### src/rtl/glitch_pulser.sv
// glitch_pulser
//   Triggered burst generator for fault-injection. After arming, a synchronised
//   trigger edge starts a burst: an optional delay, then `count` pulses of
//   `width` cycles separated by `gap` cycles.
//
//   State | meaning
//   ------+-----------------------------------------------------------
//   IDLE  | waiting for arm; trigger edges ignored
//   ARMED | config latched, waiting for a synchronised trigger edge
//   DELAY | counting delay cycles before the first pulse
//   PULSE | output active for width cycles
//   GAP   | output inactive for gap cycles between pulses
//
// Ports:
//   clk, rst            clock, synchronous active-high reset
//   arm                 one-cycle arm request; config sampled on this cycle
//   abort               level; returns to IDLE on the next edge
//   trig                asynchronous external trigger
//   delay/width/gap     CNT_W-bit timing config (cycles)
//   count               RPT_W-bit pulses per burst
//   out                 registered glitch output (polarity per ACTIVE_HIGH)
//   armed, busy, done   status: waiting, bursting, end-of-burst strobe

module glitch_pulser #(
    parameter int CNT_W       = 32,
    parameter int RPT_W       = 8,
    parameter bit ACTIVE_HIGH = 1'b1,
    parameter bit TRIG_RISING = 1'b1
) (
    input  logic             clk,
    input  logic             rst,
    input  logic             arm,
    input  logic             abort,
    input  logic             trig,
    input  logic [CNT_W-1:0] delay,
    input  logic [CNT_W-1:0] width,
    input  logic [CNT_W-1:0] gap,
    input  logic [RPT_W-1:0] count,
    output logic             out,
    output logic             armed,
    output logic             busy,
    output logic             done
);

    typedef enum logic [2:0] {
        S_IDLE,
        S_ARMED,
        S_DELAY,
        S_PULSE,
        S_GAP
    } state_t;

    localparam logic [CNT_W-1:0] CNT_ONE = CNT_W'(1);
    localparam logic [RPT_W-1:0] RPT_ONE = RPT_W'(1);

    state_t           state, state_nx;
    logic [CNT_W-1:0] cnt_q, cnt_nx;
    logic [CNT_W-1:0] dly_q, wid_q, gap_q;
    logic [RPT_W-1:0] rem_q, rem_nx;
    logic             latch_cfg;
    logic             done_nx;

    // Two-flop synchroniser, a history flop, and a registered edge strobe.
    // The registered strobe sets the trigger-to-pulse latency to 3 + delay.
    logic trig_s1, trig_s2, trig_s3, trig_edge_q;
    logic trig_edge_raw;

    assign trig_edge_raw = TRIG_RISING ? (trig_s2 & ~trig_s3) : (~trig_s2 & trig_s3);

    always_ff @(posedge clk) begin
        if (rst) begin
            trig_s1     <= 1'b0;
            trig_s2     <= 1'b0;
            trig_s3     <= 1'b0;
            trig_edge_q <= 1'b0;
        end else begin
            trig_s1     <= trig;
            trig_s2     <= trig_s1;
            trig_s3     <= trig_s2;
            trig_edge_q <= trig_edge_raw;
        end
    end

    always_comb begin
        state_nx  = state;
        cnt_nx    = cnt_q;
        rem_nx    = rem_q;
        latch_cfg = 1'b0;
        done_nx   = 1'b0;
        if (abort) begin
            state_nx = S_IDLE;
            cnt_nx   = '0;
        end else begin
            unique case (state)
                S_IDLE: begin
                    if (arm) begin
                        state_nx  = S_ARMED;
                        latch_cfg = 1'b1;
                        cnt_nx    = '0;
                    end
                end
                S_ARMED: begin
                    if (trig_edge_q) begin
                        cnt_nx   = '0;
                        state_nx = (dly_q == '0) ? S_PULSE : S_DELAY;
                    end
                end
                S_DELAY: begin
                    if (cnt_q == dly_q - CNT_ONE) begin
                        state_nx = S_PULSE;
                        cnt_nx   = '0;
                    end else begin
                        cnt_nx = cnt_q + CNT_ONE;
                    end
                end
                S_PULSE: begin
                    if (cnt_q == wid_q - CNT_ONE) begin
                        cnt_nx = '0;
                        if (rem_q > RPT_ONE) begin
                            state_nx = S_GAP;
                        end else begin
                            state_nx = S_IDLE;
                            done_nx  = 1'b1;
                        end
                    end else begin
                        cnt_nx = cnt_q + CNT_ONE;
                    end
                end
                S_GAP: begin
                    if (cnt_q == gap_q - CNT_ONE) begin
                        state_nx = S_PULSE;
                        cnt_nx   = '0;
                        rem_nx   = rem_q - RPT_ONE;
                    end else begin
                        cnt_nx = cnt_q + CNT_ONE;
                    end
                end
                default: begin
                    state_nx = S_IDLE;
                    cnt_nx   = '0;
                end
            endcase
        end
    end

    always_ff @(posedge clk) begin
        if (rst) begin
            state <= S_IDLE;
            cnt_q <= '0;
            dly_q <= '0;
            wid_q <= '0;
            gap_q <= '0;
            rem_q <= '0;
            out   <= ~ACTIVE_HIGH;
            armed <= 1'b0;
            busy  <= 1'b0;
            done  <= 1'b0;
        end else begin
            state <= state_nx;
            cnt_q <= cnt_nx;
            // Zero width/gap/count would otherwise wrap the terminal compare.
            if (latch_cfg) begin
                dly_q <= delay;
                wid_q <= (width == '0) ? CNT_ONE : width;
                gap_q <= (gap == '0) ? CNT_ONE : gap;
                rem_q <= (count == '0) ? RPT_ONE : count;
            end else begin
                rem_q <= rem_nx;
            end
            // Outputs registered from the next state so they align with it.
            out   <= (state_nx == S_PULSE) ? ACTIVE_HIGH : ~ACTIVE_HIGH;
            armed <= (state_nx == S_ARMED);
            busy  <= (state_nx == S_DELAY) || (state_nx == S_PULSE) || (state_nx == S_GAP);
            done  <= done_nx;
        end
    end

endmodule
### config.mk
export PLATFORM = sky130hd
export DESIGN_NAME = glitch_pulser
export DESIGN_NICKNAME = d
export VERILOG_FILES = /design/src/rtl/glitch_pulser.sv
export SDC_FILE = /design/constraint.sdc
export NUM_CORES = 1
export LEC_CHECK = 0
export CAP_MARGIN = 20
export CELL_PAD_IN_SITES_DETAIL_PLACEMENT = 0
export CELL_PAD_IN_SITES_GLOBAL_PLACEMENT = 1
export CORE_UTILIZATION = 42
export DETAILED_ROUTE_END_ITERATION = 7
export GPL_ROUTABILITY_DRIVEN = 0
export PLACE_DENSITY = 0.82
export SLEW_MARGIN = 20
export SYNTH_ARGS = -nofsm -noshare
export SYNTH_HDL_FRONTEND = slang
export SYNTH_SLANG_ARGS = --single-unit
export TNS_END_PERCENT = 30
### constraint.sdc
create_clock -name clk -period 4.45 [get_ports clk]
set_input_delay 0.89 -clock clk [delete_from_list [all_inputs] [get_ports clk]]
set_output_delay 0.89 -clock clk [all_outputs]
set_load 0.02 [all_outputs]
[After elaboration in Yosys (flattened, before gate mapping)]
Cells that the tools add are included.
Word-level totals
  input bits: 109
  flip-flop bits (word level): 147
  logic and storage cells: 78
  output and inout bits: 4
Cells by class
  equality and inequality tests: 14
  bitwise operators: 4
  muxes and demuxes: 27
  $add $sub $neg: 5
  reduce and logical (&&, ||, !) cells: 13
  magnitude comparators: 1
Operator list (number)
  32-bit 2-to-1 mux: 7
  32-bit one-hot mux with 5 select lines: 1
  32-bit == test: 3
  32-bit logical NOT: 3
  32-bit by 1-bit subtractor with 32-bit output, second input constant: 3
  8-bit 2-to-1 mux: 5
  32-bit by 1-bit adder with 32-bit output, second input constant: 1
  3-bit 2-to-1 mux: 7
  3-bit one-hot mux with 5 select lines: 1
  3-bit by 2-bit == test with 1-bit output, second input constant: 4
  8-bit by 1-bit > comparator with 1-bit output, second input constant: 1
  8-bit logical NOT: 1
  8-bit by 1-bit subtractor with 8-bit output, second input constant: 1
  3-bit by 1-bit == test with 1-bit output, second input constant: 2
  3-bit == test, second input constant: 2
  1-bit 2-to-1 mux: 6
  2-bit != test, second input constant: 2
  2-bit nonzero test: 2
  4-bit OR reduction: 1
  3-bit logical NOT: 1
  1-bit NOT: 3
  3-bit AND reduction: 1
  1-bit logical OR: 2
  2-bit by 1-bit != test with 1-bit output, second input constant: 1
  3 further kinds: 3

[Logic depth before layout (Yosys ltp)]
Gate-level depths: netlist of run 1.
  depth after elaboration: 8
  mapped depth: 14
  gate-level depth less buffers: 12

[Least setup slack after synthesis of run 1]
No wires, ideal clock.
  kind: flip-flop to flip-flop
  start: register wid_q[0]
  end: register cnt_q[1]
  stages on the path, launching flop included: 15
  slack: 1.164 ns
  required time: 4.322 ns
  buffers on the path: 2
  setup time: 0.128 ns
  clock period less this slack: 3.286 ns
  arrival: 3.159 ns
  cells stage by stage: dfxtp_1 -> inv_1 -> ha_1 -> clkbuf_1 -> nor4b_1 -> nand2_1 -> a2111oi_2 -> o211ai_1 -> or4_1 -> nor4_2 -> or2b_2 -> o22ai_4 -> buf_6 -> a22oi_1 -> nor2_1
Between the ends
  word-level cells in the longest chain between the ends: 4
RTL lines
  from (decl): line 58  | logic [CNT_W-1:0] dly_q, wid_q, gap_q;
  from (signal assigned): line 164  | wid_q <= (width == '0) ? CNT_ONE : width;
  32-bit by 1-bit subtractor with 32-bit output: line 117  | if (cnt_q == wid_q - CNT_ONE) begin
  32-bit == test: line 117
  32-bit 2-to-1 mux: line 117
  32-bit one-hot mux with 5 select lines: line 94  | unique case (state)
  to (signal assigned): line 160  | cnt_q <= cnt_nx;
  to (decl): line 57  | logic [CNT_W-1:0] cnt_q, cnt_nx;
Every way passes these cells.
A chain may end at the register's enable or synchronous reset.

[Worst setup path after layout of run 1]
Same ends and word-level chain as after synthesis.

==> metrics, run 1 <==
initial DRC count 884; endpoints failing hold 0; CP Capture Type register; port bufs roughly 110; Pwr per Cell Area approximately 320 nW/um2; Longest Clk Path Bufs 2; yosys warns 0; Cells after Synth approximately 1,400; # setup viols final 0; main area contributors after synthesis dfxtp_1, nand2_1, a21oi_1, xnor2_1, xor2_1; Final Cell Area between 10,000 and 15,000 um2; top-count cell post-synth nand2_1; GR Layer Usage met1 between 30% and 40%; status complete, no violations; Req. time, crit path between 4000 and 5000 ps; RSZ-0062 raised after global routing no; post-route ant nets 0; drt drc 0; clk_skew around 14 ps; WL per Instance between 15 and 20 um; period utilisation layout approximately 94%; vias after detailed routing ~10,000; syn_nets about 1,500; CTS Sinks ~150; synthesized area ~9900 um2; sequential element share of the synthesized area about 30%; total global-route track usage approximately a quarter; Num CTS Buffers 17; Max IR drop VDD roughly 0.00022 V; largest net degree at the start of global routing 61; Synth area leader dfxtp_1; Tightest Pin Transition approximately 800 ps; Post-DP Area 11,200 um2; number of buffers added for setup after CTS 0; setup TNS 0 ps; synthesized flop and latch total 147; Area Growth Syn to Fin 19.3%; Max FO, Critical Path 26; share of layout cells above drive strength 1 under 10%; placed insts approximately 1,700; Initial Utilization between 40 and 50%; worst relative slew slack 46.8%; Max Cap Viol 0; post-synth top area share between 20% and 30%; fin crit period 4190 ps; Primary FF master, synth dfxtp_1; Critical Path AT ~4500 ps; nets between 1,500 and 2,000; Ports around 110; initial antenna violation count 0; Clk Latency, worst-skew pair 440 ps; CP Class register to register; clk root buf clkbuf_16; syn avg cell area 7.25 um2; CTS H-tree depth 4; Die H between 150 and 200 um; CORE AREA between 20,000 and 25,000 um2; gr ovfl total 0; first drt pass iteration count 6; gr busiest metal met2; ys async rst share 0%; Fill cells ~2,300; vias in the first global route about 9,400; Min-Delay Path Class register to register; Fmax achieved about 240 MHz; die width 156 um; fin cells around 1,700; critical path launch point type register; GRT met2 Usage 43.0%; via/cell ratio about 5.8; post-CTS sizing 0; hold buffer count at CTS 0; met3 usage ~3.8%; ant diodes 0; most common library cells after synthesis nand2_1, dfxtp_1, a21oi_1; Synth cell types 86; Reg clk slew, reported paths around 70 ps; HPWL after detailed placement roughly 23,000 um; FP Rows 55; total die area approximately 24,000 um2; Slew Viols, Final 0; DRT Wirelength 31,100 um; EDFF count, synth 0; P_leak about 4.2 nW; CTS tree built; first-pass GRT wire length just under 50,000 um
[cell type report]
class	instances	area, um2	area share [%]
Clock buffer	17	425	3.60
Clock inverter	15	169	1.43
Inverter	19	71.3	0.603
Multi-Input combinational cell	1102	6520	55.1
Sequential cell	147	2940	24.9
Tap cell	313	392	3.31
Timing Repair Buffer	132	1300	11.0
[state kept, by name (all words and copies together), names as in the netlist]
signal	flops
armed	1
busy	1
cnt_q	32
dly_q	32
done	1
gap_q	32
out	1
rem_q	8
state	3
trig_edge_q	1
trig_s1	1
trig_s2	1
trig_s3	1
wid_q	32
[worst max-delay path: stages, from the launching register on]
cell       delay [ps]
dfxtp_1           380
inv_1             120
ha_1              310
nor4b_1           460
nand2_1           280
a2111oi_2         410
o211ai_1          130
or4_1             520
nor4_2            510
or2b_2            220
o22ai_4           190
buf_16            260
a22oi_1           180
nor2_1             50
[per-layer routing]
| metal | share of wire, % | vias to the layer above |
|---|---|---|
| li1 | - | 4985 |
| met1 | 46 | 4832 |
| met2 | 46 | 287 |
| met3 | 5.3 | 56 |
| met4 | 2.6 | 0 |
| met5 | 0 | - |
[layout by cell type, fill, tap and decap left out, drive strengths merged, types with 11 or more instances in the layout]
| cell type | n |
|---|---|
| a21oi | 147 |
| a31oi | 14 |
| nor2b | 24 |
| a211oi | 11 |
| clkbuf | 17 |
| nand3b | 13 |
| nand3 | 41 |
| nor2 | 75 |
| nand4 | 25 |
| dfxtp | 147 |
| and3 | 17 |
| xnor2 | 72 |
| clkdlybuf4s50 | 111 |
| nand2 | 271 |
| xor2 | 49 |
| o21ai | 45 |
| nor3 | 62 |
| or4 | 19 |
| or3 | 11 |
| nor4 | 57 |
| inv | 27 |
| and2 | 11 |
| buf | 21 |
[where the power goes]
part	switching, W	internal, W	leakage (nW)
clock network	0.000648	0.000842	0.284
logic	0.000459	0.000384	2.68
registers	0.0000785	0.00136	1.20
[worst paths after layout]
kind | start | end | slack [ps] | cells after the start
min reg2reg | trig_s3 | trig_edge_q | 390 | 1
min | trig_s3 | trig_edge_q | 390 | 1
max reg2reg | wid_q[0] | cnt_q[1] | 260 | 13
max | wid_q[0] | cnt_q[1] | 260 | 13
[kinds of logic (layout without fill, tap and decap cells)]
kind of cell	Yosys count	after routing	synth area share [%]
mux	12	12	1.34
buf+inv	118	183	4.71
simple gates	676	676	35.0
flops	147	147	29.7
xor+xnor	121	121	10.7
fa+ha+maj	6	6	0.757
compound gates	287	287	17.8
[metrics by stage]
| stage | worst slack, ps | utilization [%] | total power (W) | hold WS, ps |
|---|---|---|---|---|
| 2_1_floorplan | 1160 | - | 0.00204 | 367 |
| 3_3_place_gp | 483 | 48.9 | 0.00230 | 371 |
| 3_5_place_dp | 398 | 48.9 | 0.00230 | 380 |
| 4_1_cts | 364 | 51.5 | 0.00379 | 392 |
| 5_1_grt | 67.2 | 51.6 | 0.00396 | 408 |
| 6_report | 262 | 51.6 | 0.00378 | 390 |
No activity file was read; power rests on OpenSTA's default activity.
==> run 2: changes to the inputs <==
Settings changed: GPL_ROUTABILITY_DRIVEN 0 to default.
==> metrics, run 2 (same netlist as run 1, synthesis figures left out) <==
status complete, no violations; Fmax achieved ~240 MHz; length in cells of the worst reg-to-reg path 13; endpoints failing hold 0; vias in the first global route about 9,300; critical path launch point type register; initial antenna violation count 0; via/cell ratio 5.80; Clk Latency, worst-skew pair 450 ps; CP Capture Type register; Num CTS Buffers 17; total die area 24,200 um2; P_leak around 4.2 nW; worst relative slew slack about a third; period utilisation layout 94.3%; Reg clk slew, reported paths around 70 ps; CP Class register to register; largest net degree at the start of global routing 58; nets 1,538; Worst path depth 13; total global-route track usage 26.0%; Ports 113; Max Cap Viol 0; Slew Viols, Final 0; setup TNS 0 ps; WL per Instance ~18 um; number of buffers added for setup after CTS 0; commonest non-fill, non-tap cell in the layout nand2_1; HPWL after detailed placement 22,500 um; share of layout cells above drive strength 1 roughly 7.1%; clk_skew between 10 and 15 ps; FF-to-FF Start wid_q[0]; Max FO, Critical Path 31; initial DRC count 969; r2r setup slk 260 ps; drt drc 0; Fill cells 2,285; crit path cell chain inv_1 -> ha_1 -> nor4b_1 -> nand2_1 -> a2111oi_2 -> o211ai_1 -> or4_1 -> nor4_2 -> or2b_2 -> o22ai_4 -> buf_4 -> a21oi_1 -> o21ai_0; die width 156 um; # setup viols final 0; Largest delay share family, worst path simple AND/OR/NAND/NOR gates; port bufs approximately 110; CTS H-tree depth 4; hold buffer count at CTS 0; Critical Path End cnt_q[19]; CP bufs+invs 2; Reg2Reg Capture Point cnt_q[19]; Tightest Pin Transition roughly 990 ps; clk root buf clkbuf_16; ant diodes 0; post-CTS sizing 0; Area Growth Syn to Fin 19.9%; first drt pass iteration count 7; most frequent cells in the layout nand2_1, dfxtp_1, a21oi_1; CORE AREA 22,900 um2; post-route ant nets 0; Die H 156 um; Initial Utilization 43.3%; Min-Delay Path Class register to register; CTS tree built; vias after detailed routing around 10,000; CTS Sinks around 150; Power Total between 0.003 and 0.004 W; Req. time, crit path approximately 4800 ps; fin crit period approximately 4200 ps; Max IR drop VDD 0.000156 V; global placer's final weighted congestion 0.922; hold depth 1; Worst path slowest cell or4_1; gr ovfl total 0; Longest Clk Path Bufs 2; Core Util, Final between 50% and 60%; DRT Wirelength ~31,000 um; Pwr per Cell Area between 300 and 400 nW/um2; first-pass GRT wire length slightly below 50,000 um; CP peak stage delay 520 ps; crit path from wid_q[0]; FP Rows 55; Critical Path AT approximately 4500 ps; RSZ-0062 raised after global routing no
==> run 2: where the power goes <==
group,internal (W),total (W),switching [W],leakage (nW)
sequential,0.00136,0.00144,0.0000777,1.20
clock,0.000912,0.00159,0.000673,0.313
combinational,0.000393,0.000853,0.000460,2.70
total,0.00267,0.00388,0.00121,4.21
==> run 2: how the worst min path moves through the flow <==
stage | slack (ps) | start | endpoint
detailed placement | 380 | trig_s3 | trig_edge_q
global route | 410 | trig_s3 | trig_edge_q
floorplan | 370 | trig_s3 | trig_edge_q
global placement | 370 | trig_s3 | trig_edge_q
CTS | 390 | trig_s3 | trig_edge_q
finish | 380 | trig_s3 | trig_edge_q
==> run 2: stage by stage <==
step | setup slack [ps] | hold slack, ps | instance area, um2 | instances
global route | 27.4 | 405 | 11900 | 1749
floorplan | 1160 | 367 | 9910 | 1367
global placement | 485 | 373 | 11200 | 1717
CTS | 358 | 386 | 11900 | 1749
detailed placement | 394 | 375 | 11200 | 1717
finish | 255 | 384 | 11900 | 1749
==> run 2: area by class of cell <==
class | instances | area, um2 | share of cell area [%]
Clock buffer | 17 | 425 | 3.58
Tap cell | 313 | 392 | 3.30
Inverter | 19 | 71.3 | 0.600
Sequential cell | 147 | 2940 | 24.8
Clock inverter | 15 | 208 | 1.75
Multi-Input combinational cell | 1102 | 6520 | 54.9
Timing Repair Buffer | 136 | 1320 | 11.1
==> run 2: metal layers <==
metal | GRT usage (%) | share of wire, % | vias up
met5 | 0 | 0 | -
met4 | 13.3 | 4.3 | 0
met3 | 5.00 | 6.5 | 82
met2 | 41.1 | 45 | 364
met1 | 33.8 | 45 | 4698
li1 | - | - | 4998
